==> config.mk <==
export PLATFORM = sky130hd
export DESIGN_NAME = relu_maxpool_stream
export DESIGN_NICKNAME = d
export VERILOG_FILES = /design/src/rtl/cnn_pkg.sv /design/src/rtl/pool_row_buffer.sv /design/src/rtl/relu_maxpool_stream.sv
export SDC_FILE = /design/constraint.sdc
export NUM_CORES = 1
export LEC_CHECK = 0
export BUFFER_PORTS_ARGS = -buffer_cell sky130_fd_sc_hd__buf_2
export CAP_MARGIN = 20
export CORE_ASPECT_RATIO = 1.1
export CORE_MARGIN = 2
export CORE_UTILIZATION = 30
export DETAILED_ROUTE_END_ITERATION = 16
export PLACE_DENSITY = 0.41
export SETUP_SLACK_MARGIN = 0.3
export SLEW_MARGIN = 10
export SYNTH_ARGS = -nofsm -noshare
export SYNTH_HDL_FRONTEND = slang
export SYNTH_HIERARCHICAL = 1
export SYNTH_SLANG_ARGS = --single-unit
==> constraint.sdc <==
create_clock -name clk -period 6.86 [get_ports clk]
set_input_delay 0.343 -clock clk [delete_from_list [all_inputs] [get_ports clk]]
set_output_delay 0.343 -clock clk [all_outputs]
set_load 0.02 [all_outputs]
==> src/rtl/cnn_pkg.sv <==
// Shared pixel type, plane geometry and small helpers for the CNN stream stages.
package cnn_pkg;

    localparam int unsigned DATA_W  = 16;
    localparam int unsigned IN_DIM  = 27;
    localparam int unsigned POOL    = 3;
    localparam int unsigned STRIDE  = 2;
    localparam int unsigned OUT_DIM = (IN_DIM - POOL) / STRIDE + 1;

    // Counter width for input row/col and index width for pooled windows.
    localparam int unsigned CNT_W = $clog2(IN_DIM);
    localparam int unsigned IDX_W = $clog2(OUT_DIM);

    typedef logic signed [DATA_W-1:0] pixel_t;

    // Signed maximum of two pixels.
    function automatic pixel_t pix_max(input pixel_t a, input pixel_t b);
        return (a > b) ? a : b;
    endfunction

    // Clamp negative pixels to zero.
    function automatic pixel_t relu(input pixel_t x);
        return x[DATA_W-1] ? pixel_t'(0) : x;
    endfunction

endpackage

==> src/rtl/pool_row_buffer.sv <==
// Two ping-pong banks of per-window vertical accumulators for the max-pool stage.
module pool_row_buffer
    import cnn_pkg::*;
(
    input  logic             clk,
    input  logic             wr_en,
    input  logic             wr_max,
    input  logic             wr_sel,
    input  logic [IDX_W-1:0] wr_idx,
    input  pixel_t           wr_data,
    input  logic             rd_sel,
    input  logic [IDX_W-1:0] rd_idx,
    output pixel_t           rd_data_c
);

    pixel_t mem_q [2][OUT_DIM];
    pixel_t mem_d [2][OUT_DIM];

    // Plain write starts a window row; max-write folds in a further row.
    always_comb begin
        mem_d = mem_q;
        if (wr_en) begin
            mem_d[wr_sel][wr_idx] = wr_max ? pix_max(mem_q[wr_sel][wr_idx], wr_data) : wr_data;
        end
    end

    // Accumulator storage; contents are always written before being read.
    always_ff @(posedge clk) begin
        mem_q <= mem_d;
    end

    // Combinational read of the bank holding the window being completed.
    assign rd_data_c = mem_q[rd_sel][rd_idx];

endmodule

==> src/rtl/relu_maxpool_stream.sv <==
// ReLU followed by 3x3 stride-2 max-pool on a streamed 27x27 plane.
module relu_maxpool_stream
    import cnn_pkg::*;
(
    input  logic              clk,
    input  logic              rst,
    input  logic [DATA_W-1:0] in_data,
    input  logic              in_valid,
    input  logic              in_sof,
    output logic              in_ready,
    output logic [DATA_W-1:0] out_data,
    output logic              out_valid,
    output logic              out_last,
    input  logic              out_ready
);

    logic [CNT_W-1:0] row_q, row_d;
    logic [CNT_W-1:0] col_q, col_d;
    pixel_t           hmax_q, hmax_d;
    pixel_t           out_data_q, out_data_d;
    logic             out_valid_q, out_valid_d;
    logic             out_last_q, out_last_d;

    logic             accept;
    logic [CNT_W-1:0] eff_row;
    logic [CNT_W-1:0] eff_col;
    logic             row_last;
    logic             col_last;
    logic             col_even;
    logic             h_done;
    logic [IDX_W-1:0] k_idx;
    pixel_t           pix;
    pixel_t           hval;

    logic             wr_en;
    logic             wr_max;
    logic             wr_sel;
    logic             rd_sel;
    logic             res_load;
    pixel_t           rd_data_c;

    // Stall the input only while a result is waiting on downstream.
    assign in_ready = !out_valid_q || out_ready;

    // Position tracking, horizontal max, bank control and output register next-state.
    always_comb begin
        accept   = in_valid && in_ready;
        eff_row  = in_sof ? '0 : row_q;
        eff_col  = in_sof ? '0 : col_q;
        row_last = (eff_row == CNT_W'(IN_DIM - 1));
        col_last = (eff_col == CNT_W'(IN_DIM - 1));
        col_even = !eff_col[0];
        pix      = relu(pixel_t'(in_data));
        hval     = pix_max(hmax_q, pix);
        // Even columns from 2 up close horizontal window (col/2 - 1).
        h_done   = accept && col_even && (eff_col != '0);
        k_idx    = IDX_W'(eff_col[CNT_W-1:1]) - IDX_W'(1);

        row_d       = row_q;
        col_d       = col_q;
        hmax_d      = hmax_q;
        wr_en       = 1'b0;
        wr_max      = 1'b0;
        wr_sel      = 1'b0;
        rd_sel      = 1'b0;
        res_load    = 1'b0;
        out_valid_d = out_valid_q && !out_ready;
        out_data_d  = out_data_q;
        out_last_d  = out_last_q;

        if (accept) begin
            if (col_last) begin
                col_d = '0;
                row_d = row_last ? '0 : eff_row + CNT_W'(1);
            end else begin
                col_d = eff_col + CNT_W'(1);
                row_d = eff_row;
            end
            // A shared even column both closes one window and opens the next.
            hmax_d = col_even ? pix : hval;
        end

        // Window r lives in bank r[0]; for row R that bank index is R[1].
        if (h_done) begin
            if (eff_row[0]) begin
                wr_en  = 1'b1;
                wr_max = 1'b1;
                wr_sel = eff_row[1];
            end else begin
                if (!row_last) begin
                    wr_en  = 1'b1;
                    wr_sel = eff_row[1];
                end
                if (eff_row != '0) begin
                    rd_sel   = !eff_row[1];
                    res_load = 1'b1;
                end
            end
        end

        if (res_load) begin
            out_valid_d = 1'b1;
            out_data_d  = pix_max(rd_data_c, hval);
            out_last_d  = row_last && col_last;
        end
    end

    // State and output registers with synchronous reset.
    always_ff @(posedge clk) begin
        if (rst) begin
            row_q       <= '0;
            col_q       <= '0;
            hmax_q      <= '0;
            out_data_q  <= '0;
            out_valid_q <= 1'b0;
            out_last_q  <= 1'b0;
        end else begin
            row_q       <= row_d;
            col_q       <= col_d;
            hmax_q      <= hmax_d;
            out_data_q  <= out_data_d;
            out_valid_q <= out_valid_d;
            out_last_q  <= out_last_d;
        end
    end

    // Vertical accumulator banks.
    pool_row_buffer u_row_buf (
        .clk       (clk),
        .wr_en     (wr_en),
        .wr_max    (wr_max),
        .wr_sel    (wr_sel),
        .wr_idx    (k_idx),
        .wr_data   (hval),
        .rd_sel    (rd_sel),
        .rd_idx    (k_idx),
        .rd_data_c (rd_data_c)
    );

    assign out_data  = out_data_q;
    assign out_valid = out_valid_q;
    assign out_last  = out_last_q;

endmodule

After elaboration in Yosys (flattened, before gate mapping)
Cells that the tools add are included.
Word-level totals
  register bits: 460
  word-level logic and storage cells: 105
  output and inout bits: 19
  input port bits: 21
Operators by class
  bitwise operators: 3
  multiplexer cells: 43
  order comparisons: 8
  add/subtract/negate cells: 3
  reductions and logical operators: 14
  equality and inequality tests: 2
Operators by type and width (number)
  208-bit 2-to-1 mux: 7
  416-bit bitwise mux: 1
  208-bit demux with 1-bit select: 1
  16-bit 2-to-1 mux: 10
  16-bit binary-select mux with 4-bit select: 2
  16-bit demux with 4-bit select: 1
  16-bit greater-than comparator: 3
  5-bit 2-to-1 mux: 5
  1-bit 2-to-1 mux: 15
  15-bit 2-to-1 mux: 1
  5-bit by 1-bit adder with 5-bit output, second input constant: 2
  5-bit == test, second input constant: 2
  5-bit nonzero test: 2
  1-bit logical AND: 7
  5-bit greater-or-equal comparator, second input constant: 1
  5-bit by 1-bit less-than comparator with 1-bit output, second input constant: 1
  4-bit NOT with 5-bit output: 1
  2-bit greater-or-equal comparator, second input constant: 2
  1-bit zero test: 4
  1-bit NOT with 2-bit output: 2
  4-bit by 1-bit subtractor with 4-bit output, second input constant: 1
  2-bit by 1-bit less-than comparator with 1-bit output, second input constant: 1
  1-bit logical OR: 1

Longest topological paths before layout
Gate-level depths: netlist of the first run.
  word-level depth: 17
  mapped depth: 24
  mapped depth without buffers: 17

Modules after synthesis
The synthesis of the first run kept the hierarchy.
Modules (own cells, without submodules)
  pool_row_buffer: seq. area each 12492.0 µm², times used 1, cells each 1018, area each 19870.3 µm²
  relu_maxpool_stream: seq. area each 880.8 µm², times used 1, cells each 400, area each 3161.8 µm²

Worst setup path after synthesis of the first run
OpenSTA, ideal clock, no wires.
  path type: input-to-reg
  start point: input in_sof
  end point: register u_row_buf/mem_q[0] (netlist name), data pin
  stages on the path: 21
  path slack: 0.959 ns
  arrival: 5.550 ns
  library setup time: 0.351 ns
  path buffers: 6
  required time: 6.509 ns
  cell sequence: buf_2 > clkbuf_1 > nand2b_1 > ha_1 > o21ai_0 > nand3_1 > a21oi_1 > and2_1 > buf_2 > buf_2 > buf_1 > mux2i_1 > o22ai_1 > or2_2 > ha_1 > nand4_1 > o41ai_1 > nor2_1 > mux2_2 > buf_4 > mux2i_1
Between the ends
  elaborated cells on any way between the ends: 35
  classes of those cells: 1 x add/sub; 5 x order compare; 1 x eq/ne; 20 x mux; 2 x bitwise; 6 x reduce/logical
RTL lines
  start, declared: line relu_maxpool_stream.sv:9  | input logic in_sof,
  5-bit 2-to-1 mux *: line relu_maxpool_stream.sv:49  | eff_col = in_sof ? '0 : col_q;
  4-bit by 1-bit subtractor with 4-bit output *: line relu_maxpool_stream.sv:57  | k_idx = IDX_W'(eff_col[CNT_W-1:1]) - IDX_W'(1);
  named net k_idx[0]: line relu_maxpool_stream.sv:31  | logic [IDX_W-1:0] k_idx;
  4-bit NOT with 5-bit output *: line pool_row_buffer.sv:23  | mem_d[wr_sel][wr_idx] = wr_max ? pix_max(mem_q[wr_sel][wr_idx], wr_data) : wr_data;
  16-bit binary-select mux with 4-bit select, or another cell as far along: line pool_row_buffer.sv:23
  16-bit 2-to-1 mux (not written as such) or 1-bit logical AND (tied branches): line pool_row_buffer.sv:23
  16-bit 2-to-1 mux (not written as such): line pool_row_buffer.sv:23
  16-bit greater-than comparator or 16-bit demux with 4-bit select (tied branches): line cnn_pkg.sv:18, pool_row_buffer.sv:23
  16-bit 2-to-1 mux or 208-bit 2-to-1 mux (tied branches): line cnn_pkg.sv:18, pool_row_buffer.sv:23
  16-bit 2-to-1 mux or 208-bit demux with 1-bit select (tied branches): line pool_row_buffer.sv:23
  416-bit bitwise mux *: line pool_row_buffer.sv:23
  end signal, assigned: line pool_row_buffer.sv:29  | mem_q <= mem_d;
  end, declared: line pool_row_buffer.sv:16  | pixel_t mem_q [2][OUT_DIM];
The timed path passes the listed nets; every way through them passes the cells marked *. The select of a mux whose other input is x is not followed.
A chain may end at the register's enable or synchronous reset.

Worst setup path after layout of the first run
  start point: register col_q[0]
  end point: register u_row_buf/mem_q[90] (netlist name), data pin
Between the ends
  word-level cells in the longest chain between the ends: 16
  elaborated cells on any way between the ends: 23
  classes of those cells: 3 x order compare; 14 x mux; 1 x bitwise; 5 x reduce/logical
RTL lines
  start, declared: line relu_maxpool_stream.sv:18  | logic [CNT_W-1:0] col_q, col_d;
  start signal, assigned: line relu_maxpool_stream.sv:119  | col_q <= col_d;
  5-bit 2-to-1 mux *: line relu_maxpool_stream.sv:49
  parallel branches: the longest is 2 deep, another holds 5-bit nonzero test
  1-bit logical AND *: line relu_maxpool_stream.sv:56  | h_done = accept && col_even && (eff_col != '0);
  1-bit 2-to-1 mux *: line relu_maxpool_stream.sv:84  | if (h_done) begin
  named net wr_sel: line relu_maxpool_stream.sv:37  | logic wr_sel;
  1-bit NOT with 2-bit output *: line pool_row_buffer.sv:23
  208-bit 2-to-1 mux (not written as such) (3 in a row): line pool_row_buffer.sv:23
  16-bit binary-select mux with 4-bit select: line pool_row_buffer.sv:23
  16-bit 2-to-1 mux (not written as such) (2 in a row): line pool_row_buffer.sv:23
  16-bit greater-than comparator: line cnn_pkg.sv:18  | return (a > b) ? a : b;
  16-bit 2-to-1 mux: line cnn_pkg.sv:18
  16-bit 2-to-1 mux: line pool_row_buffer.sv:23
  416-bit bitwise mux *: line pool_row_buffer.sv:23
Mark *: on every way through the listed nets, which the timed path passes. The select of a mux whose other input is x is not followed.

==> results.env, run 1 <==
WORST_SETUP_HOLD_PATH_CLK_SLEW_NS=0.06
SYNTHDOMINANTCELLAREASHARE_PCT=54.2
ANT_NETS=0
DIE-WIDTH_UM=268
TRITONCTS.NUM_BUFFERS=52
CLOCK_LATENCY_OF_THE_LATER_CLOCKED_REGISTER_IN_THE_WORST_SKEW_PAIR_NS=0.60
FLOORPLAN.CORE_AREA_MM2=0.0760
FILLERINSTANCES=7238
SETUP_VIOL=0
CP.DEPTH=18
CTS_NUM_SINKS=460
ROWS=106
SYNTH_AREA_LEADERS='sky130_fd_sc_hd__edfxtp_1, sky130_fd_sc_hd__mux4_2, sky130_fd_sc_hd__dfxtp_1, sky130_fd_sc_hd__mux2i_1, sky130_fd_sc_hd__ha_1'
WORST_HOLD_PATH_TYPE='input port to register'
HTREE_LEVELS=2
SYNTHESIS.AREA_PER_INSTANCE_UM2=16.2
FIRST_PASS_ITERS=5
SYNTHFLOPTYPE='sky130_fd_sc_hd__edfxtp_1'
POST-SYNTH-TOP-COUNT-CELL='sky130_fd_sc_hd__edfxtp_1'
CTS.HOLD.BUFFERS_ADDED=0
INITIAL_CORE_UTIL_PCT=30.3
ASYNC_RESET_FF_SHARE_PCT=0
PLACE_WS_NS=0.740
CRITPATHARRIVALTIME_NS=6.34
CRITICALPATHCATEGORY='register to register'
SYNTH_TOP_CELL_BY_AREA='sky130_fd_sc_hd__edfxtp_1'
POWER_PER_CELL_AREA_mW_PER_MM2=237
POST_DRT_WL_PER_CELL_UM=28.6
PATH_BUF_INV=2
POST_CTS_BUFFERS=0
DPL_CELL_AREA_MM2=0.0249
FP.DIEAREA_MM2=0.0790
TIMING_WORST_SLEW_PIN_VALUE_NS=1.14
YOSYS.CELL_TYPES.COUNT=61
WORSTHOLDPATHCELLS=4
ANTENNA_FOUND_INITIAL=0
FMAX_MHz=167
SYNTH-SEQ-CELLS=460
SKEW_NS=0.0122
MAX-VDD-IR-DROP_uV=159
WORST-R2R-CELL-COUNT=18
VIASPERCELL=5.36
SEQUENCE_OF_CELLS_ON_THE_CRITICAL_PATH='nand2b_1 > ha_1 > o21ai_0 > nand3_1 > a21oi_1 > and2_4 > buf_4 > mux4_2 > mux2i_1 > o22ai_1 > or2_2 > ha_1 > nand4_1 > o41ai_1 > nor2_1 > mux2_2 > buf_12 > mux2_2'
DRTITER0DRC=1205
SETUP_TOTAL_NEGATIVE_SLACK_NS=0
GRT_FIRST_PASS_WIRELENGTH_MM=105
GRT_SETUP_UNREPAIRED='no'
IO_PINS=40
SLEW_HEADROOM_PCT=24.0
DIE_H_UM=295
AREA.GROWTH.SYNTH_TO_FINAL_PCT=16.0
FINAL_UTIL_PCT=35.2
POST-DP-HPWL_MM=46.9
CRIT_PATH_MAX_INCR_DELAY_NS=0.53
TRITONCTS='built'
CRITICAL_PATH_SINK_TYPE='register'
LARGEST_NET_DEGREE_AT_THE_START_OF_GLOBAL_ROUTING=77
EDFF_COUNT_SYNTH=416
SYNTH_CELLS=1418
CRITPATHMAXFANOUT=26
CLK_PATH_BUF_DEPTH=3
CP_SLOWEST_CELL='sky130_fd_sc_hd__and2_4'
CRITICAL_PATH_REQUIRED_NS=7.20
SYNTHESIS.YOSYS.WARNINGS=6
POST_CTS_RESIZED=0
NNETSFINAL=1563
CRIT_FAMILY='multiplexers'
GRT_UTIL_ALL_LAYERS_PCT=18.6
DRC=0
DESIGN_AREA_MM2=0.0267
POST_ROUTE_CELLS_DRIVE_ABOVE_1_SHARE_PCT=31.7
CTS_ROOT_BUFFER='sky130_fd_sc_hd__clkbuf_16'
POST-ROUTE-WORST-SETUP-SLACK_NS=0.867
GP_CONGESTION=0.784
STATIC-LEAKAGE-POWER_nW=9.14
NUM_VIAS=13700
WORSTSETUPSTARTPOINTTYPE='register'
ANTENNADIODECOUNT=0
REPORT.FINAL.SLEW_VIOL_COUNT=0
MAX_CAP_VIOLATIONS=0
HOLD_VIOL=0
NUMBER_OF_GLOBAL_ROUTE_VIAS_BEFORE_REPAIR=14000
ROUTE.FINAL.WIRE_LENGTH_MM=72.9
SYNTH_SEQ_AREA_SHARE_PCT=58.1
GRT_REMAINING_OVERFLOW=0
LEADING_CELL_TYPES_BY_COUNT_AFTER_SYNTHESIS='sky130_fd_sc_hd__edfxtp_1, sky130_fd_sc_hd__mux4_2, sky130_fd_sc_hd__mux2i_1'
SETUP.REG_TO_REG.WORST_SLACK_NS=0.87
POST-ROUTE-PERIOD-UTIL_PCT=87.4
OUTCOME='complete, no violations'
CELL_AREA_AFTER_SYNTHESIS_MM2=0.0230
NUMBER_OF_BUFFER_CELLS_ADDED_ON_PRIMARY_PORTS=39
LAYOUT_MIN_CYCLE_TIME_NS=5.99
## where the power goes
part           internal (mW)  total (mW)  switching, mW
combinational         0.0952       0.296          0.201
sequential              3.09        3.09        0.00382
clock                   1.78        2.94           1.16
total                   4.96        6.33           1.37
## worst paths after layout
kind / start / to
worst max-delay path: col_q[0]$_SDFFE_PP0P_ / u_row_buf/mem_q[90]$_DFFE_PP_
worst min-delay path: in_data[10] / hmax_q[10]$_SDFFE_PP0P_
worst max register to register: col_q[0]$_SDFFE_PP0P_ / u_row_buf/mem_q[90]$_DFFE_PP_
worst min register to register: out_data[11]$_SDFFE_PP0P_ / out_data[11]$_SDFFE_PP0P_
## area by class of cell
type	count	area, µm²	share of cell area (%)
Tap cell	1026	1280	4.80
Multi-Input combinational cell	791	9120	34.1
Timing Repair Buffer	108	877	3.28
Clock buffer	64	1400	5.23
Sequential cell	460	13400	50.0
Inverter	74	283	1.06
Clock inverter	31	395	1.48
## placed cells by master (no fill, tap or decap), types with 42 or more instances in the layout
master / count
sky130_fd_sc_hd__a21oi_1: 56
sky130_fd_sc_hd__buf_4: 55
sky130_fd_sc_hd__dfxtp_1: 44
sky130_fd_sc_hd__mux4_2: 208
sky130_fd_sc_hd__mux2i_1: 77
sky130_fd_sc_hd__edfxtp_1: 416
sky130_fd_sc_hd__inv_1: 72
sky130_fd_sc_hd__ha_1: 55
sky130_fd_sc_hd__clkbuf_16: 53
sky130_fd_sc_hd__nor2_1: 42
## stage by stage
step / hold slack [ns] / instances / total power [mW]
detailed placement: 0.472 / 2458 / 3.45
global route: 0.164 / 2554 / 6.55
floorplan: 0.446 / 1419 / 3.34
finish: 0.153 / 2554 / 6.33
CTS: 0.130 / 2553 / 6.40
global placement: 0.472 / 2454 / 3.45
## flip-flops by register name, indices dropped and copies added (netlist names)
name             cells
col_q                5
hmax_q              16
out_data            16
out_last             1
out_valid            1
row_q                5
u_row_buf/mem_q    416
## tightest hold or removal path: stages
cell	delay (ns)
sky130_fd_sc_hd__buf_2	0.10
sky130_fd_sc_hd__nand2b_1	0.10
sky130_fd_sc_hd__or3_1	0.12
sky130_fd_sc_hd__a21oi_1	0.05
## per-layer routing
layer | vias to the layer above | track usage [%] | routed length (µm)
li1 | 5900 | - | -
met1 | 7361 | 24.9 | 32000
met2 | 338 | 31.6 | 36300
met3 | 86 | 2.86 | 3050
met4 | 0 | 4.70 | 1590
met5 | - | 0 | 0
## cells by family after synthesis
logic type,synth area share [%]
mux,25.4
compound gates,5.45
other cells,0.0326
buf+inv,3.10
xor+xnor,0.114
simple gates,4.81
flops,58.1
fa+ha+maj,2.99
Power figures use the tool's default switching activity.
==> run 2, diff against run 1 <==
--- a/config.mk
+++ b/config.mk
@@ -11,7 +11,9 @@
 export CORE_MARGIN = 2
 export CORE_UTILIZATION = 30
 export DETAILED_ROUTE_END_ITERATION = 16
+export HOLD_SLACK_MARGIN = 0.03
 export PLACE_DENSITY = 0.41
+export REMOVE_ABC_BUFFERS = 1
 export SETUP_SLACK_MARGIN = 0.3
 export SLEW_MARGIN = 10
 export SYNTH_ARGS = -nofsm -noshare
==> run 2 against run 1 <==
Net effect:
- final cell count about the same
- worst setup slack worse by 0.12 ns
- clock skew up 0.0080 ns
- critical path type unchanged
==> results.env, run 2 (same netlist as run 1, synthesis figures left out) <==
DRC=0  # unchanged
CRITICALPATHCATEGORY='register to register'
CTS_NUM_SINKS=460  # unchanged
ANTENNA_FOUND_INITIAL=0  # unchanged
DIE_H_UM=295  # unchanged
DESIGN_AREA_MM2=0.0264  # -1.3%
GRT_REMAINING_OVERFLOW=0  # unchanged
WORST_HOLD_PATH_TYPE='input port to register'
POST-ROUTE-PERIOD-UTIL_PCT=89.2  # +1.8 points
FINAL_UTIL_PCT=34.7  # -0.45 points
CLK_PATH_BUF_DEPTH=3  # unchanged
POWER_PER_CELL_AREA_mW_PER_MM2=228  # -3.6%
PLACE_WS_NS=0.439  # -0.301 ns
GRT_SETUP_UNREPAIRED='no'
NUMBER_OF_GLOBAL_ROUTE_VIAS_BEFORE_REPAIR=14200  # +1.5%
ANT_NETS=0  # unchanged
MULTIINPUTGATEAREA_MM2=0.00908  # -0.38%
MAX_CAP_VIOLATIONS=0  # unchanged
CTS.HOLD.BUFFERS_ADDED=0  # unchanged
IO_PINS=40  # unchanged
LAYOUT_MIN_CYCLE_TIME_NS=6.12  # +0.124 ns
FIRST_PASS_ITERS=7  # +2
ROWS=106  # unchanged
HOLD_VIOL=0  # unchanged
CRITPATHARRIVALTIME_NS=6.38  # +0.04 ns
FILLERINSTANCES=7267  # +0.40%
HTREE_LEVELS=2  # unchanged
CTS_ROOT_BUFFER='sky130_fd_sc_hd__clkbuf_16'
AREA.GROWTH.SYNTH_TO_FINAL_PCT=14.6
STARTPOINT_OF_THE_WORST_SETUP_TIMING_PATH='col_q[0]$_SDFFE_PP0P_'
LARGEST_NET_DEGREE_AT_THE_START_OF_GLOBAL_ROUTING=128  # +66%
SEQUENCE_OF_CELLS_ON_THE_CRITICAL_PATH='nand2b_1 > ha_1 > o21ai_0 > nand3_1 > a21oi_1 > buf_4 > and2_4 > buf_4 > mux4_2 > mux2i_1 > o22ai_1 > or2_2 > ha_1 > nand2_1 > o21a_1 > o311ai_0 > a211oi_1 > mux2_2 > mux2_2'
WORST_SETUP_HOLD_PATH_CLK_SLEW_NS=0.06  # about the same
DIE-WIDTH_UM=268  # unchanged
FINAL_CELL_MIX='sky130_fd_sc_hd__edfxtp_1, sky130_fd_sc_hd__mux4_2, sky130_fd_sc_hd__mux2i_1, sky130_fd_sc_hd__inv_1, sky130_fd_sc_hd__buf_4'
TOTAL_POWER_mW=6.03  # -4.8%
HOLD_PATH_STARTPOINT='out_ready'
INITIAL_CORE_UTIL_PCT=30.3  # unchanged
CP_SLOWEST_CELL='sky130_fd_sc_hd__mux2_2'
GP_CONGESTION=0.801  # +2.1%
LAYOUT.CELLS.MOST_COMMON='sky130_fd_sc_hd__edfxtp_1'
POST_CTS_BUFFERS=0  # unchanged
SLEW_HEADROOM_PCT=27.7  # +3.7 points
ROUTE.FINAL.WIRE_LENGTH_MM=75.1  # +3.0%
TRITONCTS='built'
FMAX_MHz=163  # -2.0%
REPORT.FINAL.SLEW_VIOL_COUNT=0  # unchanged
NNETSFINAL=1559  # -0.26%
OUTCOME='complete, no violations'
WORSTSETUPSTARTPOINTTYPE='register'
CRITPATHMAXFANOUT=26  # unchanged
TRITONCTS.NUM_BUFFERS=52  # unchanged
POST_ROUTE_CELLS_DRIVE_ABOVE_1_SHARE_PCT=31.7  # -0.069 points
CRIT_PATH_MAX_INCR_DELAY_NS=0.71  # +0.18 ns
POST_CTS_RESIZED=0  # unchanged
DPL_CELL_AREA_MM2=0.0248  # -0.52%
CRIT-REG2REG-LAUNCH='col_q[0]$_SDFFE_PP0P_'
GRT_FIRST_PASS_WIRELENGTH_MM=108  # +3.0%
POST_DRT_WL_PER_CELL_UM=29.4  # +3.0%
SETUP_VIOL=0  # unchanged
FP.DIEAREA_MM2=0.0790  # unchanged
POST-ROUTE-WORST-SETUP-SLACK_NS=0.743  # -0.124 ns
CLOCK_LATENCY_OF_THE_LATER_CLOCKED_REGISTER_IN_THE_WORST_SKEW_PAIR_NS=0.61  # about the same
HOLD_SLACK_NS=0.100  # -0.0532 ns
NUMBER_OF_BUFFER_CELLS_ADDED_ON_PRIMARY_PORTS=39  # unchanged
POST-DP-HPWL_MM=46.8  # -0.15%
NON_FILLER_INSTANCE_COUNT_AFTER_LAYOUT=2552  # -0.078%
DRTITER0DRC=1046  # -13%
LARGEST-REGISTER='u_row_buf/mem_q'
FLOORPLAN.CORE_AREA_MM2=0.0760  # unchanged
SETUP_TOTAL_NEGATIVE_SLACK_NS=0  # unchanged
NUM_VIAS=13700  # +0.073%
GRT_UTIL_ALL_LAYERS_PCT=19.3  # +0.66 points
TIMING_WORST_SLEW_PIN_VALUE_NS=1.08  # -0.0530 ns
SKEW_NS=0.0202  # +0.00801 ns
CRITICAL_PATH_SINK_TYPE='register'
PATH_BUF_INV=2  # unchanged
STATIC-LEAKAGE-POWER_nW=9.02  # -1.4%
FLIP_FLOP_COUNT_OF_THE_LARGEST_REGISTER_AFTER_LAYOUT=416  # unchanged
CRITICAL_PATH_REQUIRED_NS=7.13  # -0.07 ns
MAX-VDD-IR-DROP_uV=210  # +32%
DP_CELLS=2455  # -0.12%
CRIT_FAMILY='multiplexers'
VIASPERCELL=5.37  # +0.15%
REGAREA_MM2=0.0134  # unchanged
[run 2: cell types whose count changed in the layout (fill, tap and decap cells not counted), sizes merged]
cell | before | now
bufinv | 9 | 1
inv | 75 | 81
buf | 108 | 104
clkbuf | 64 | 60
clkinv | 19 | 23
clkinvlp | 2 | 5
diode | 0 | 1
[run 2: final cells by class]
class                   instances  area share [%]
well taps                    1026            4.87
multi-input cells             791            34.4
inverters                      74            1.07
clock inverters                36           0.910
flip-flops and latches        460            50.7
repair buffers                104            2.92
clock buffers                  60            5.13
diodes                          1         0.00948
[run 2: metal layers]
metal  global-route usage, %  vias up  wire length, µm
met4                    5.25        0             1850
met1                    25.4     7412            32700
met2                    33.7      301            38200
met5                       0        -                0
met3                    2.15       93             2340
li1                        -     5889                -
[run 2: worst min-delay path: stages]
cell,delay [ns]
sky130_fd_sc_hd__buf_2,0.07
sky130_fd_sc_hd__nand2b_1,0.16
sky130_fd_sc_hd__a21oi_1,0.08
[run 2: where the power goes]
group | switching (mW) | total, mW | internal (mW)
clock network | 1.18 | 2.64 | 1.46
logic | 0.202 | 0.297 | 0.0949
registers | 0.00368 | 3.09 | 3.09
total | 1.39 | 6.03 | 4.64
[run 2: worst paths after layout]
kind | end | slack, ns | cells after the start
max | u_row_buf/mem_q[86]$_DFFE_PP_ | 0.74 | 19
min | out_valid$_SDFF_PP0_ | 0.10 | 3
max reg2reg | u_row_buf/mem_q[86]$_DFFE_PP_ | 0.74 | 19
min reg2reg | out_last$_SDFFE_PP0P_ | 0.49 | 2
